===== src/rtl/life_col_reader.sv =====
// life_col_reader: scans every column of the Life array once per frame and
// streams each column's alive bits over a valid/ready link. Generation
// stepping (gen_enable) is held off for the whole scan so the frame is
// coherent.
// Optional feature macro: LIFE_READ_DIFF_EN adds col_prev/out_diff so each
// streamed column also carries the cells that changed since the previous
// generation.
module life_col_reader #(
    parameter int COLS = 8,
    parameter int ROWS = 4,
    localparam int CW  = (COLS > 1) ? $clog2(COLS) : 1
) (
    input  logic            clk,
    input  logic            reset,
    input  logic            run,
    input  logic            start,
    output logic            gen_enable,
    output logic [CW-1:0]   col_sel,
    input  logic [ROWS-1:0] col_data,
`ifdef LIFE_READ_DIFF_EN
    input  logic [ROWS-1:0] col_prev,
    output logic [ROWS-1:0] out_diff,
`endif
    output logic            out_valid,
    input  logic            out_ready,
    output logic [ROWS-1:0] out_data,
    output logic [CW-1:0]   out_col,
    output logic            out_last,
    output logic            busy,
    output logic            frame_done
);

    localparam logic [CW-1:0] LAST_COL = CW'(COLS - 1);

    typedef enum logic [2:0] {
        IDLE,
        FREEZE,
        SELECT,
        SEND,
        DONE
    } state_t;

    state_t state;

    // Scan sequencer: freezes stepping, walks col_sel across the array and
    // holds each captured column on the link until downstream accepts it.
    always_ff @(posedge clk) begin
        if (!reset) begin
            state      <= IDLE;
            gen_enable <= 1'b0;
            col_sel    <= '0;
            out_valid  <= 1'b0;
            out_data   <= '0;
            out_col    <= '0;
            out_last   <= 1'b0;
            busy       <= 1'b0;
            frame_done <= 1'b0;
`ifdef LIFE_READ_DIFF_EN
            out_diff   <= '0;
`endif
        end else begin
            frame_done <= 1'b0;
            case (state)
                IDLE: begin
                    gen_enable <= run;
                    if (start) begin
                        gen_enable <= 1'b0;
                        col_sel    <= '0;
                        busy       <= 1'b1;
                        state      <= FREEZE;
                    end
                end
                FREEZE: begin
                    state <= SELECT;
                end
                SELECT: begin
                    out_data  <= col_data;
                    out_col   <= col_sel;
                    out_valid <= 1'b1;
                    out_last  <= (col_sel == LAST_COL);
`ifdef LIFE_READ_DIFF_EN
                    out_diff  <= col_data ^ col_prev;
`endif
                    state     <= SEND;
                end
                SEND: begin
                    if (out_ready) begin
                        out_valid <= 1'b0;
                        if (col_sel == LAST_COL) begin
                            out_last   <= 1'b0;
                            frame_done <= 1'b1;
                            state      <= DONE;
                        end else begin
                            col_sel <= col_sel + 1'b1;
                            state   <= SELECT;
                        end
                    end
                end
                DONE: begin
                    busy       <= 1'b0;
                    gen_enable <= run;
                    col_sel    <= '0;
                    state      <= IDLE;
                end
                default: begin
                    state <= IDLE;
                end
            endcase
        end
    end

endmodule

===== config.mk =====
export PLATFORM = sky130hd
export DESIGN_NAME = life_col_reader
export DESIGN_NICKNAME = d
export VERILOG_FILES = /design/src/rtl/life_col_reader.sv
export SDC_FILE = /design/constraint.sdc
export NUM_CORES = 1
export LEC_CHECK = 0
export BUFFER_PORTS_ARGS = -buffer_cell sky130_fd_sc_hd__buf_4
export CORE_MARGIN = 5
export CORE_UTILIZATION = 51
export CTS_BUF_LIST = sky130_fd_sc_hd__clkbuf_8
export DETAILED_ROUTE_END_ITERATION = 12
export MAX_ROUTING_LAYER = met4
export PLACE_DENSITY = 0.8
export SYNTH_ARGS = -nofsm -noshare
export SYNTH_HDL_FRONTEND = slang
export SYNTH_SLANG_ARGS = --single-unit
export TNS_END_PERCENT = 20

===== constraint.sdc =====
create_clock -name clk -period 1.9 [get_ports clk]
set_input_delay 0 -clock clk [delete_from_list [all_inputs] [get_ports clk]]
set_output_delay 0 -clock clk [all_outputs]
set_load 0.01 [all_outputs]

After elaboration in Yosys (flattened, before gate mapping)
Cells that the tools add are included.
{ "word_totals": {"in_bits": 9, "ff_bits": 18, "output_inout_bits": 15} }
{ "op_classes": {"n_reduce_logical": 10, "add_sub_neg": 1, "muxes": 18, "n_eq_ne": 9} }
{ "op_table": {"columns": ["cell", "count"], "rows": [
  ["$mux 3", 6],
  ["$pmux 3 s4", 1],
  ["$pmux 3 s3", 1],
  ["$ne 2x2->1 const B", 4],
  ["$pmux 1 s2", 4],
  ["$eq 3x2->1 const B", 2],
  ["$eq 3x3->1 const B", 2],
  ["$mux 1", 6],
  ["$reduce_and 2->1", 3],
  ["$reduce_and 3->1", 2],
  ["$reduce_and 4->1", 1],
  ["$reduce_bool 2->1", 2],
  ["$add 3x1->3 const B", 1],
  ["$eq 3x1->1 const B", 1],
  ["$logic_not 3->1", 1],
  ["$reduce_bool 3->1", 1]
]} }

Logic depth before layout (Yosys ltp)
{ "logic_depth": {"depth_word": 4, "mapped_depth": 5} }

Worst setup path before layout
Ideal clock, no wire load.
{ "synth_timing": {"path_kind": "flip-flop to flip-flop", "from": "register col_sel[0]", "to": "register col_sel[0]", "period_less_slack_ps": 1492, "slack_ps": 408, "arrival_time_ps": 1404, "stages_incl_launch_ff": 6, "setup_time_ps": 88, "path_buffers": 0, "cell_sequence": "dfxtp_1 > ha_1 > ha_1 > and4bb_4 > and2_4 > o32ai_2"} }
{ "synth_between": {"elab_chain_len": 4} }
{ "synth_rtl": {"columns": ["item", "line_no", "source"], "rows": [
  ["from (decl)", "18", "output logic [CW-1:0] col_sel,"],
  ["from (signal assigned)", "94", "col_sel <= col_sel + 1'b1;"],
  ["$add 3x1->3", "94", null],
  ["$mux 3", "89", "if (col_sel == LAST_COL) begin"],
  ["$mux 3", "87", "if (out_ready) begin"],
  ["$pmux 3 s3", "63", "case (state)"]
]} }
Several ways; a longest one is shown, not always the timed one. The select of a mux whose other input is x is not followed.
A chain may end at the register's enable or synchronous reset.

Final worst setup path
{ "layout_timing": {"from": "register col_sel[0]", "to": "register col_sel[1]"} }
Same word-level chain as after synthesis.

==> results.env <==
CTS.SINK_COUNT=18
NUMBER_OF_ANTENNA_VIOLATIONS_AT_THE_FIRST_CHECK_IN_GLOBAL_ROUTING=0
IO-PIN-COUNT=24
DRC_ERRORS=0
POST_SYNTH_EDFFS=0
TIGHTEST_SLEW_NS=0.4054
YOSYS-MUX-AREA-FRACTION=0.09076
WHS_NS=0.01186
MIN_PERIOD_OVER_PERIOD=0.8178
FIRST_PASS_ITERS=4
CRIT_TYPE='reg2reg'
MAX_SLEW_MARGIN=0.7295
SYNTH.LARGEST_AREA_CELL='dfxtp_1'
POST_SYNTH_AND_OR_NAND_NOR_AREA_FRACTION=0.2334
STD_CELL_ROWS=14
CP.ARRIVAL_NS=1.72
SYNTH-ASYNC-RESET-RATIO=0
VDD.IR_DROP.WORST_uV=483.5
FINAL_LAYOUT_SIZE_SUFFIX_GT1_FRAC=0.3364
MAIN_COMBINATIONAL_CELL_FAMILY_BY_AREA_AFTER_SYNTHESIS='simple AND/OR/NAND/NOR gates'
WL_PER_CELL_UM=13.23
SETUP-VIOLATIONS-FINAL=0
DETAIL_ROUTE.VIAS_PER_CELL=5.447
PLACE.GP.CONGESTION=0.7764
WORST_CLOCK_SKEW_NS=0.0008408
CTS_ROOT_BUF='clkbuf_8'
YOSYS-TOP-CELLS-AREA='dfxtp_1 (47%), mux2i_1 (9.1%), nor2_1 (4.9%), ha_1 (3.2%), buf_6 (2.9%)'
SYNTH-ADDER-AREA-SHARE=0.03241
SETUP_TNS_NS=0
TRITONCTS='built'
POST_LAYOUT_NONFILLER_INSTANCES=123
CP.REQUIRED_NS=2.06
DPL.CELL_COUNT=115
SEQ_CELLS_POST_SYNTH=18
YS.FLOP_TYPE='dfxtp_1'
POSTSYNTHAREAPERCELL_UM2=9.772
CLK_PATH_BUF_DEPTH=2
PATH_MAX_FANOUT=5
RSZ0062_AT_GRT='false'
SYNTH-WARNING-COUNT=0
COMPOUND_GATE_PORTION_OF_THE_SYNTHESIZED_AREA=0.1135
TRITONCTS.NUM_BUFFERS=3
P_PER_AREA_nW_PER_UM2=791.3
SYNTHESIZED_NETS=90
FMAX_MHz=643.5
CRITICAL_PATH.ENDPOINT_TYPE='flip-flop'
POSTCTSHOLDBUFS=4
FINALWORSTPATHREQUIREDPERIOD_NS=1.554
GRT_PASS1_WL_MM=2.794
STATUS='completed'
TIMING_MAX_TRANSITION_VIOLATIONS_FINAL=0
LAYOUT-AREA-OVERHEAD-VS-SYNTH_PCT=34.36
INITIAL_UTILIZATION=0.5247
WIRE_LENGTH_AFTER_DETAILED_ROUTING_MM=1.627
FLOORPLAN.DIE_AREA_UM2=2392
INITIALDRTVIOLATIONCOUNT=19
FIRST_GLOBAL_VIAS=634
PORT_BUFFERS=23
CORE_AREA_UM2=1471
YOSYSTOPAREACELLSHARE=0.4668
DETAIL-ROUTE-ANTENNA-NETS=0
ANT_DIODES=0
LEADING_CELL_TYPE_BY_NUMBER_OF_INSTANCES_AFTER_SYNTHESIS='dfxtp_1'
HOLD_CLASS='in2reg'
HTREE_LEVELS=1
GLOBAL_ROUTE.USAGE.TOTAL=0.1530
GRT_OVERFLOW=0
SYNTH_SEQ_AREA_SHARE=0.4668
P_LEAK_nW=0.4583
YS_TOP_CELLS_BY_COUNT='dfxtp_1 (18), nor2_1 (10), mux2i_1 (7), nand2_1 (6)'
CLOCK_LATENCY_NS=0.25
MAPPEDNETLISTAREA_UM2=772.0
CAP_VIOLATIONS=0
PATH_CLK_SLEW_NS=0.06
DR_TOTAL_VIAS=670
DIE_HEIGHT_UM=48.91
POSTCTSSETUPREPAIRBUFS=0
FP.DIEW_UM=48.91
DESIGN.FINAL.NETS=119
PLACE_HPWL_MM=1.108
CRIT_PATH_START_KIND='flip-flop'
YOSYS.AREA_SHARE.XOR_XNOR=0
POSTCTSRESIZEDCELLS=0
FINAL-HOLD-VIOLATION-COUNT=0
NUMBER_OF_DISTINCT_LIBRARY_CELL_VARIANTS_IN_THE_GATE_LEVEL_NETLIST_AFTER_SYNTHESIS=29
FILL_CELL_TOTAL_OF_THE_FINISHED_LAYOUT=113
SYNTHESIS.INSTANCES=79
GRT_MAX_DEGREE=14
sequential cells by signal, indices dropped and copies added (netlist names):
register and flops:
busy 1, state 3, out_data 4, out_last 1
out_valid 1, frame_done 1, col_sel 3, gen_enable 1
out_col 3
power breakdown:
group | internal (mW) | leakage, nW | switching, mW
Sequential | 0.392 | 0.146 | 0.0111
Combinational | 0.0579 | 0.283 | 0.0526
Clock | 0.184 | 0.0288 | 0.123
layout by cell type (no fill, tap or decap), drive strengths merged, types with 2 or more instances in the layout:
cell type	count
a21oi	3
and3	2
buf	25
clkbuf	4
dfxtp	18
dlygate4sd3	4
ha	2
inv	3
mux2i	7
nand2	6
nand3	3
nand4	2
nor2	11
o21ai	2
o31ai	2
worst paths after layout:
check             cells after the start  slack, ns        from          to
setup / recovery                      5       0.35  col_sel[0]  col_sel[1]
hold / removal                        3       0.01         run  gen_enable
setup reg to reg                      5       0.35  col_sel[0]  col_sel[1]
hold reg to reg                       2       0.47  gen_enable  gen_enable
area by class of cell:
type	count	area [µm²]	area share
Clock buffer	4	55.05	0.05308
Inverter	3	11.26	0.01086
Multi-Input combinational cell	53	362.8	0.3498
Sequential cell	18	360.3	0.3474
Tap cell	16	20.02	0.01930
Timing Repair Buffer	29	227.7	0.2195
layer usage:
metal  track usage  wire (µm)
met1        0.1818        718
met2        0.2174        750
met3       0.04587        112
met4        0.1076         45
met5             -          0
logic make-up (layout without fill, tap and decap cells):
group           Yosys count  in the layout
mux                       7              7
simple gates             32             32
compound gates           12             12
flops                    18             18
fa+ha+maj                 2              2
buf+inv                   8             36
metrics by stage:
step	setup WS [ns]	area, µm²	utilization	power [mW]
2_1_floorplan	0.4083	772.0	-	0.4749
3_3_place_gp	0.4181	942.2	0.6403	0.5126
3_5_place_dp	0.3717	942.2	0.6403	0.5150
4_1_cts	0.3349	1037	0.7049	0.8306
5_1_grt	0.2543	1037	0.7049	0.8657
6_report	0.3461	1037	0.7049	0.8208
worst max-delay path: stages (launching register included):
cell	delay, ns
dfxtp_1	0.41
ha_1	0.18
ha_1	0.20
and4bb_4	0.27
and2_4	0.17
o31ai_1	0.24
(Power assumes the default switching activity.)
